[config.mk]
export PLATFORM = sky130hd
export DESIGN_NAME = ext_irq_latch_flat
export DESIGN_NICKNAME = d
export VERILOG_FILES = /design/src/rtl/ext_irq_latch_if.sv /design/src/rtl/ext_irq_latch.sv /design/src/flat_wrapper.sv
export SDC_FILE = /design/constraint.sdc
export NUM_CORES = 1
export LEC_CHECK = 0
export ABC_CLOCK_PERIOD_IN_PS = 3350
export CAP_MARGIN = 10
export CORE_UTILIZATION = 50
export DETAILED_ROUTE_END_ITERATION = 12
export DONT_BUFFER_PORTS = 1
export GPL_TIMING_DRIVEN = 0
export SLEW_MARGIN = 30
export SYNTH_ARGS = -nofsm -noshare
export SYNTH_HDL_FRONTEND = slang
export SYNTH_SLANG_ARGS = --single-unit
[constraint.sdc]
create_clock -name clk -period 3.35 [get_ports clk]
set_input_delay 0.335 -clock clk [delete_from_list [all_inputs] [get_ports clk]]
set_output_delay 0.335 -clock clk [all_outputs]
set_load 0.05 [all_outputs]
[src/rtl/ext_irq_latch_if.sv]
// ext_irq_latch_if
//   Bundles the external interrupt lines, the interrupt-stage service and
//   software-clear inputs, and the latched cause/pending outputs of
//   ext_irq_latch.
//   Modports:
//     master : the surrounding system (drives irq_in/jisr/mca/clr_*, reads results)
//     slave  : ext_irq_latch itself
//   Signals:
//     irq_in    [NUM_IRQ] raw asynchronous interrupt lines
//     jisr                 jump-to-ISR strobe, one cycle
//     mca       [23]       masked cause vector, external line i is mca[7+i]
//     clr_we               software clear strobe
//     clr_data  [NUM_IRQ]  write-1-to-clear mask
//     ca_part_1 [NUM_IRQ]  registered external cause bits
//     pending   [NUM_IRQ]  edge-pending register
//     lost      [NUM_IRQ]  sticky absorbed-edge flags (only with IRQ_LOST_EN)
interface ext_irq_latch_if #(
   parameter int unsigned NUM_IRQ = 16
);
   logic [NUM_IRQ-1:0] irq_in;
   logic               jisr;
   logic [22:0]        mca;
   logic               clr_we;
   logic [NUM_IRQ-1:0] clr_data;
   logic [NUM_IRQ-1:0] ca_part_1;
   logic [NUM_IRQ-1:0] pending;
`ifdef IRQ_LOST_EN
   logic [NUM_IRQ-1:0] lost;
`endif

`ifdef IRQ_LOST_EN
   modport master (
      output irq_in, jisr, mca, clr_we, clr_data,
      input  ca_part_1, pending, lost
   );
   modport slave (
      input  irq_in, jisr, mca, clr_we, clr_data,
      output ca_part_1, pending, lost
   );
`else
   modport master (
      output irq_in, jisr, mca, clr_we, clr_data,
      input  ca_part_1, pending
   );
   modport slave (
      input  irq_in, jisr, mca, clr_we, clr_data,
      output ca_part_1, pending
   );
`endif
endinterface

[src/rtl/ext_irq_latch.sv]
// ext_irq_latch
//   Synchronizes the external interrupt lines, rising-edge latches or
//   level-passes each line (EDGE_MASK), and drives the external cause bits
//   ca_part_1 (landing at ca[22:7]). A pending edge is cleared when the
//   interrupt stage services it (jisr + lowest set mca[7+i], no internal
//   cause set) or when software writes 1 to it.
//   Optional build macro IRQ_LOST_EN adds sticky 'lost' flags recording a
//   rise that arrived while the line was already pending.
//   Ports:
//     clk  system clock
//     rst  asynchronous active-high reset, clears all state
//     bus  ext_irq_latch_if.slave (irq_in, jisr, mca, clr_we, clr_data,
//          ca_part_1, pending[, lost])
module ext_irq_latch #(
   parameter int unsigned        NUM_IRQ     = 16,
   parameter int unsigned        SYNC_STAGES = 2,
   parameter logic [NUM_IRQ-1:0] EDGE_MASK   = '1
) (
   input  logic            clk,
   input  logic            rst,
   ext_irq_latch_if.slave  bus
);

   logic [NUM_IRQ-1:0] sync_q [SYNC_STAGES];
   logic [NUM_IRQ-1:0] s;
   logic [NUM_IRQ-1:0] prev_q;
   logic [NUM_IRQ-1:0] rise;
   logic [NUM_IRQ-1:0] svc;
   logic               svc_found;
   logic [NUM_IRQ-1:0] clr_mask;
   logic [NUM_IRQ-1:0] keep;
   logic [NUM_IRQ-1:0] pending_q;
   logic [NUM_IRQ-1:0] pending_d;
   logic [NUM_IRQ-1:0] ca_q;
   logic [NUM_IRQ-1:0] ca_d;

   always_ff @(posedge clk or posedge rst) begin
      if (rst) begin
         for (int unsigned i = 0; i < SYNC_STAGES; i++) begin
            sync_q[i] <= '0;
         end
      end else begin
         sync_q[0] <= bus.irq_in;
         for (int unsigned i = 1; i < SYNC_STAGES; i++) begin
            sync_q[i] <= sync_q[i-1];
         end
      end
   end

   assign s    = sync_q[SYNC_STAGES-1];
   assign rise = s & ~prev_q;

   // Only the lowest serviced external line is cleared; any internal cause
   // (mca[6:0]) outranks all external lines, so nothing external is serviced.
   always_comb begin
      svc       = '0;
      svc_found = 1'b0;
      if (bus.jisr && (bus.mca[6:0] == '0)) begin
         for (int unsigned i = 0; i < NUM_IRQ; i++) begin
            if (!svc_found && bus.mca[7+i]) begin
               svc[i]    = 1'b1;
               svc_found = 1'b1;
            end
         end
      end
   end

   assign clr_mask = bus.clr_we ? bus.clr_data : '0;
   assign keep     = pending_q & ~svc & ~clr_mask;

   // A fresh rise wins over any clear in the same cycle; level lines never pend.
   assign pending_d = EDGE_MASK & (rise | keep);
   assign ca_d      = (EDGE_MASK & pending_d) | (~EDGE_MASK & s);

   always_ff @(posedge clk or posedge rst) begin
      if (rst) begin
         prev_q    <= '0;
         pending_q <= '0;
         ca_q      <= '0;
      end else begin
         prev_q    <= s;
         pending_q <= pending_d;
         ca_q      <= ca_d;
      end
   end

   assign bus.pending   = pending_q;
   assign bus.ca_part_1 = ca_q;

`ifdef IRQ_LOST_EN
   logic [NUM_IRQ-1:0] lost_q;
   logic [NUM_IRQ-1:0] lost_set;

   // An edge is lost only if the existing pending bit survives this cycle,
   // i.e. the new rise is genuinely absorbed rather than re-arming a cleared bit.
   assign lost_set = EDGE_MASK & rise & keep;

   always_ff @(posedge clk or posedge rst) begin
      if (rst) begin
         lost_q <= '0;
      end else begin
         lost_q <= lost_set | (lost_q & ~clr_mask);
      end
   end

   assign bus.lost = lost_q;
`endif

endmodule
[src/flat_wrapper.sv]
// flat-port wrapper written by rule: the top's interface ports become plain ports
module ext_irq_latch_flat 
#(
   parameter int unsigned        NUM_IRQ     = 16,
   parameter int unsigned        SYNC_STAGES = 2,
   parameter logic [NUM_IRQ-1:0] EDGE_MASK   = '1
)
  (clk, rst, bus_irq_in, bus_jisr, bus_mca, bus_clr_we, bus_clr_data, bus_ca_part_1, bus_pending);
  ext_irq_latch_if #(.NUM_IRQ(NUM_IRQ)) bus_i ();
  input  logic clk;
  input  logic rst;
  input wire logic [$bits(bus_i.irq_in)-1:0] bus_irq_in;
  input wire logic [$bits(bus_i.jisr)-1:0] bus_jisr;
  input wire logic [$bits(bus_i.mca)-1:0] bus_mca;
  input wire logic [$bits(bus_i.clr_we)-1:0] bus_clr_we;
  input wire logic [$bits(bus_i.clr_data)-1:0] bus_clr_data;
  output wire logic [$bits(bus_i.ca_part_1)-1:0] bus_ca_part_1;
  output wire logic [$bits(bus_i.pending)-1:0] bus_pending;
  assign bus_i.irq_in = bus_irq_in;
  assign bus_i.jisr = bus_jisr;
  assign bus_i.mca = bus_mca;
  assign bus_i.clr_we = bus_clr_we;
  assign bus_i.clr_data = bus_clr_data;
  assign bus_ca_part_1 = bus_i.ca_part_1;
  assign bus_pending = bus_i.pending;
  ext_irq_latch #(.NUM_IRQ(NUM_IRQ), .SYNC_STAGES(SYNC_STAGES), .EDGE_MASK(EDGE_MASK)) u_core (.clk(clk), .rst(rst), .bus(bus_i));
endmodule
* After elaboration in Yosys (flattened, before gate mapping) *
Cells that the tools add are included.

cells by class
  multiplexer cells = 47
  bitwise gates (word level) = 7
  reductions and logical operators = 32

operator list
  cell               count
  16-bit AND         3
  16-bit inverter    3
  1-bit 2-to-1 mux   45
  16-bit 2-to-1 mux  2
  1-bit logical AND  16
  16-bit OR          1
  1-bit zero test    15
  7-bit zero test    1

storage, ports and cells
  logic and storage cells = 90
  bits in registers = 64
  input port bits = 59
  output and inout bits = 32

* Logic depth before layout (Yosys ltp) *
Gate-level depths: netlist of run 1.

  word-level depth = 67
  depth in mapped cells = 4
  gate-level depth less buffers = 4

* Worst setup path before layout of run 1 *
No wires, ideal clock.

  path type = input-to-reg
  start point = input port bus_mca[5]
  end point = register u_core.pending_q[8], in the netlist u_core.bus.pending[8]
  data arrival time = 1.232 ns
  cell stages on the path = 4
  data required time = 3.220 ns
  setup slack = 1.988 ns
  setup time = 0.130 ns
  buffers on the path = 0
  cells stage by stage = nor4b_4 -> nand4_2 -> nor4b_2 -> o22ai_1

on the way
  word-level cells in the longest chain between the ends = 7

RTL lines
  what                      line                 source
  start, declared           flat_wrapper.sv:14   input wire logic [$bits(bus_i.mca)-1:0] bus_mca;
  7-bit zero test           ext_irq_latch.sv:58  if (bus.jisr && (bus.mca[6:0] == '0)) begin
  1-bit logical AND         ext_irq_latch.sv:58
  16-bit 2-to-1 mux         ext_irq_latch.sv:58
  16-bit inverter           ext_irq_latch.sv:69  assign keep = pending_q & ~svc & ~clr_mask;
  16-bit AND (2 in series)  ext_irq_latch.sv:69
  16-bit OR                 ext_irq_latch.sv:72  assign pending_d = EDGE_MASK & (rise | keep);
  named net u_core.ca_d[8]  ext_irq_latch.sv:35  logic [NUM_IRQ-1:0] ca_d;
  end signal, assigned      ext_irq_latch.sv:82  pending_q <= pending_d;
  end, declared             ext_irq_latch.sv:32  logic [NUM_IRQ-1:0] pending_q;

The timed path passes the listed nets, and every way through them passes these cells.

* Worst setup path after layout of run 1 *
  start point = register u_core.pending_q[5], in the netlist u_core.bus.pending[5]
  end point = output port bus_pending[5]

RTL lines
  what           line                source
  end, declared  flat_wrapper.sv:18  output wire logic [$bits(bus_i.pending)-1:0] bus_pending;

No word-level cell between the ends.

==> impl_metrics.yaml, run 1 <==
status:
  status: "finished clean"
sta:
  maxSlewHeadroom: 0.641
  skew_ps: 4.49
  setup_violations: 0
  fin_crit_sh: 0.486
  finalHoldViolCount: 0
  rsz0062_at_grt: "no"
  timing.final.crit_period_ps: 1630
  fin_ws_ps: 1720
  slew_violations: 0
  fin_setup_tns_ps: 0
  fmax_mhz: 615
  worst_pin_slew_ps: 538
  holdWs_ps: 35.2
floorplan:
  start_util: 0.524
  core-area_sq_um: 4380
  die_h_microns: 69.8
  fp.dieW_microns: 69.8
  num_rows: 24
  io_pins: 91
  die_area_sq_um: 4870
global_routing:
  grt.overflow.total: 0
  antenna_found_initial: 0
  grt_use_total: 0.173
  grt_pass1_vias: 1338
  grt_max_degree: 45
  grt_pass1_wl_microns: 6230
power:
  power_leakage_nw: 1.17
  power-per-cell-area_nw_per_um2: 646
  peakVddDrop_uv: 333
  total_power_mw: 1.64
routing:
  drt_iter0_markers: 48
  dr.pass1.iters: 4
  drcViolationCount: 0
  num_vias: 1292
  wl_microns: 3800
  final_antenna_net_count: 0
  routedWlPerCell_microns: 15.6
  via_per_inst: 5.30
critical_path:
  max_stage_delay_ps: 670
  cp.arrival_ps: 1290
  endpoint_kind: "output pin"
  worst-setup-path-type: "flop to output pin"
  crit_path_cell_trace: "buf_4"
  crit_path_max_fanout: 3
  critPathLaunchType: "flop"
  critPathSlowestCell: "dfrtp_1"
  critPathRequiredTime_ps: 3010
  cp_top_family: "flip-flops"
  path_buf_inv: 1
synthesis:
  synth_cells: 176
  yosysSeqAreaShare: 0.698
  synth-seq-cells: 64
  syn_area_per_cell_sq_um: 13.0
  synth_nets: 235
  yosysMostFrequentCell: "dfrtp_1"
  yosys.area.top_type: "dfrtp_1"
  syn-cell-area_sq_um: 2300
  synth-edff-count: 0
  yosys-top-cells-count: "64 x dfrtp_1, 23 x nand2_1, 21 x inv_1"
  yosys_warnings: 0
  synth_top_area_share: 0.698
  ys_types: 26
  synth_area_leaders: "dfrtp_1 70%, buf_4 5.2%, nand2_1 3.8%"
  synthArstFlopShare: 1.00
  yosys_most_used_dff: "dfrtp_1"
cts:
  htreeDepth: 3
  root_buffer: "clkbuf_8"
  clkSlewWorstSetupHoldPaths_ps: 60
  clkLatencyLatePin_ps: 320
  cts_tree: "built"
  numCtsBuffers: 9
  cts.sinks: 64
  clockBufferDepth: 2
cells_and_area:
  final_util: 0.581
  area_growth_pct: 11.0
  layout-drive-gt1-share: 0.193
  num_antenna_cells: 0
  layout.nets: 248
  fill_cells: 376
place:
  portBuffers: 0
  hpwl_microns: 2780
  pre_cts_ws_ps: 1760
  gp_congestion: 0.813
flow_run:
  maxCapViolCount: 0
worst_hold_path:
  holdCritPathClass: "input pin to flop"
==> worst register-to-register path, delay by kind of cell (launching register included) <==
kind	cells	cell delay (ps)
AOI/OAI and AO/OA	3	440
DFF	1	660
==> power breakdown <==
group | switching (mW) | total (mW) | internal [mW]
combinational | 0.124 | 0.179 | 0.0544
clock | 0.252 | 0.532 | 0.280
sequential | 0.111 | 0.934 | 0.823
==> path summary, 6_finish.rpt <==
| path | from | endpoint | slack (ps) | cells past startpoint |
|---|---|---|---|---|
| hold reg to reg | u_core.sync_q[25] | u_core.s[9] | 350 | 0 |
| max in group asynchronous | rst | u_core.bus.pending[8] | 2420 | 3 |
| setup reg to reg | u_core.bus.pending[9] | u_core.bus.pending[9] | 2170 | 3 |
| min in group asynchronous | rst | u_core.sync_q[17] | 440 | 2 |
| setup / recovery | u_core.bus.pending[5] | bus_pending[5] | 1720 | 1 |
| hold / removal | bus_irq_in[14] | u_core.sync_q[30] | 40 | 0 |
==> area by class of cell <==
class / count / area [sq um] / share of cell area
well taps: 52 / 65.1 / 0.0255
inverters: 21 / 81.3 / 0.0319
repair buffers: 2 / 30.0 / 0.0118
multi-input cells: 74 / 492 / 0.193
clock buffers: 13 / 149 / 0.0584
plain buffers: 17 / 124 / 0.0486
flip-flops and latches: 64 / 1600 / 0.629
clock inverters: 1 / 5.00 / 0.00196
==> logic make-up after synthesis <==
family          count (synthesis)  share of synthesized area
compound gates                 28                     0.0752
buf+inv                        38                     0.0883
flops                          64                      0.698
simple gates                   46                      0.139
==> routing by layer <==
| metal | vias to the layer above | track usage | part of all wire |
|---|---|---|---|
| met1 | 629 | 0.207 | 0.41 |
| met5 | - | 0 | 0 |
| li1 | 597 | - | - |
| met3 | 7 | 0.0785 | 0.080 |
| met2 | 59 | 0.263 | 0.49 |
| met4 | 0 | 0.0911 | 0.017 |
==> stage by stage <==
step                instance area (sq um)  cells
floorplan                            2300    176
global placement                     2360    228
detailed placement                   2380    229
CTS                                  2550    244
global route                         2550    244
finish                               2550    244
==> placed cells by master, fill, tap and decap left out, drive strengths merged, types with 3 or more instances in the layout <==
cell	synthesis	layout
clkbuf	1	14
nor4	5	5
o21ai	12	12
nand2	23	23
dfrtp	64	64
buf	16	17
inv	21	21
o211ai	7	7
o22ai	4	4
nor4b	4	4
nand3	3	3
==> state kept, by name, summed over array words and instances (netlist names) <==
| name | count |
|---|---|
| u_core.prev_q | 16 |
| u_core.sync_q | 16 |
| u_core.bus.pending | 16 |
| u_core.s | 16 |
==> repair_timing <==
action                     in CTS  in global routing
resized for setup               0                  0
hold buffers                    1                  0
hold endpoints to repair       20                  0
setup endpoints to repair       0                  0
setup buffers                   0                  0
(Power assumes the default switching activity.)
==> run 2, diff against run 1 <==
Settings changed: ABC_CLOCK_PERIOD_IN_PS 3350 to 1400, PLACE_DENSITY from default to 0.68.
Clock period 3.35 ns to 1.4 ns, I/O delays scaled along.
==> impl_metrics.yaml, run 2 (same netlist as run 1, synthesis figures left out) <==
global_routing:
  grt.overflow.total: 0
  grt_pass1_vias: 1491
  antenna_found_initial: 0
  grt_use_total: 0.195
  grt_pass1_wl_microns: 6980
  grt_max_degree: 30
sta:
  fmax_mhz: 785
  maxSlewHeadroom: 0.633
  rsz0062_at_grt: "no"
  skew_ps: 9.51
  slew_violations: 0
  timing.final.crit_period_ps: 1270
  fin_ws_ps: 125
  worst_pin_slew_ps: 551
  finalHoldViolCount: 0
  fin_crit_sh: 0.910
  fin_setup_tns_ps: 0
  setup_violations: 0
place:
  pre_cts_ws_ps: 0.192
  hpwl_microns: 3070
  portBuffers: 0
  gp_congestion: 0.760
routing:
  via_per_inst: 5.35
  wl_microns: 4380
  dr.pass1.iters: 4
  drt_iter0_markers: 55
  final_antenna_net_count: 0
  routedWlPerCell_microns: 16.3
  num_vias: 1440
  drcViolationCount: 0
floorplan:
  start_util: 0.524
  die_h_microns: 69.8
  core-area_sq_um: 4380
  io_pins: 91
  fp.dieW_microns: 69.8
  die_area_sq_um: 4870
  num_rows: 24
critical_path:
  rrSetupSlack_ps: 410
  cp_top_family: "buffers and inverters"
  critPathSlowestCell: "dlygate4sd3_1"
  path_buf_inv: 2
  critPathRequiredTime_ps: 1640
  max_stage_delay_ps: 550
  worst-setup-path-type: "input pin to flop"
  cp.arrival_ps: 1520
  crit_path_max_fanout: 7
  worstSetupStartpoint: "bus_clr_we"
  endpoint_kind: "flop"
  crit_path_cell_trace: "dlygate4sd3_1 > nand2_1 > dlygate4sd3_1 > nand2_1 > o22ai_1"
  worstReg2RegStart: "u_core.bus.pending[9]"
  critPathLaunchType: "input pin"
cts:
  clkSlewWorstSetupHoldPaths_ps: 70
  clkLatencyLatePin_ps: 330
  cts_tree: "built"
  root_buffer: "clkbuf_8"
  clockBufferDepth: 2
  htreeDepth: 3
  cts.sinks: 64
  numCtsBuffers: 9
cells_and_area:
  multi_input_comb_area_sq_um: 492
  layout-drive-gt1-share: 0.267
  final_common_cell: "dfrtp_1"
  layout_common_cells: "48 x dfrtp_1, 24 x dlygate4sd3_1, 23 x nand2_1, 20 x inv_1"
  layout.nets: 272
  seqCellArea_sq_um: 1620
  area_growth_pct: 24.5
  num_antenna_cells: 0
  fill_cells: 338
status:
  status: "finished clean"
power:
  power-per-cell-area_nw_per_um2: 1470
  peakVddDrop_uv: 814
  power_leakage_nw: 1.27
worst_hold_path:
  hold_start: "bus_clr_we"
  holdCritPathClass: "input pin to flop"
flow_run:
  maxCapViolCount: 0
-- run 2: changes by cell type in the layout (fill, tap and decap cells not counted) --
cell,change
dlygate4sd3_1,+23
dfrtp_1,-16
dfrtp_2,+16
clkbuf_1,-3
clkinv_2,+2
clkinvlp_4,+2
buf_16,+1
bufinv_16,+1
clkbuf_8,-1
clkinv_4,+1
inv_4,-1
-- run 2: metal layers --
metal / vias to the layer above / part of all wire / global-route usage
met5: - / 0 / 0
met4: 0 / 0.026 / 0.127
met3: 12 / 0.055 / 0.0451
met1: 712 / 0.39 / 0.226
met2: 67 / 0.53 / 0.324
li1: 649 / - / -
-- run 2: metrics by stage --
stage	utilization	std cells	power, mW	cell area [sq um]	hold slack, ps
final	0.652	269	4.20	2860	15.2
after CTS	0.652	269	4.26	2860	0.732
after detailed placement	0.550	230	2.72	2410	51.3
after global placement	0.539	228	2.68	2360	171
after floorplan	-	176	2.64	2300	171
after global routing	0.652	269	4.37	2860	9.05
-- run 2: area by class of cell --
| type | instances | area share |
|---|---|---|
| sequential | 64 | 0.567 |
| clock buffer | 9 | 0.0433 |
| buffer | 17 | 0.0433 |
| timing repair buffer | 26 | 0.101 |
| clock inverter | 6 | 0.0215 |
| tap | 52 | 0.0228 |
| multi-input combinational | 74 | 0.172 |
| inverter | 21 | 0.0289 |
-- run 2: path summary, 6_finish.rpt --
kind / to / cells after the start
hold reg to reg: u_core.s[9] / 0
max in group asynchronous: u_core.bus.pending[10] / 3
setup / recovery: u_core.bus.pending[7] / 5
hold / removal: u_core.bus.pending[3] / 3
min in group asynchronous: u_core.sync_q[17] / 2
setup reg to reg: u_core.bus.pending[9] / 3
-- run 2: worst reg2reg max path, delay by kind of cell, from the launching register on --
kind / cells / cell delay (ps)
flip-flops: 1 / 530
AO/OA/AOI/OAI: 3 / 370
-- run 2: power by group --
group	internal (mW)	switching, mW
Clock	0.804	0.657
Sequential	1.98	0.267
Combinational	0.180	0.314
Total	2.97	1.24
-- run 2: what timing repair did --
| item | in CTS | in global routing |
|---|---|---|
| endpoints found under the hold margin | 39 | 0 |
| setup endpoints to repair | 16 | 0 |
| setup buffers | 0 | 0 |
| resized for setup | 16 | 0 |
| hold buffers | 24 | 0 |
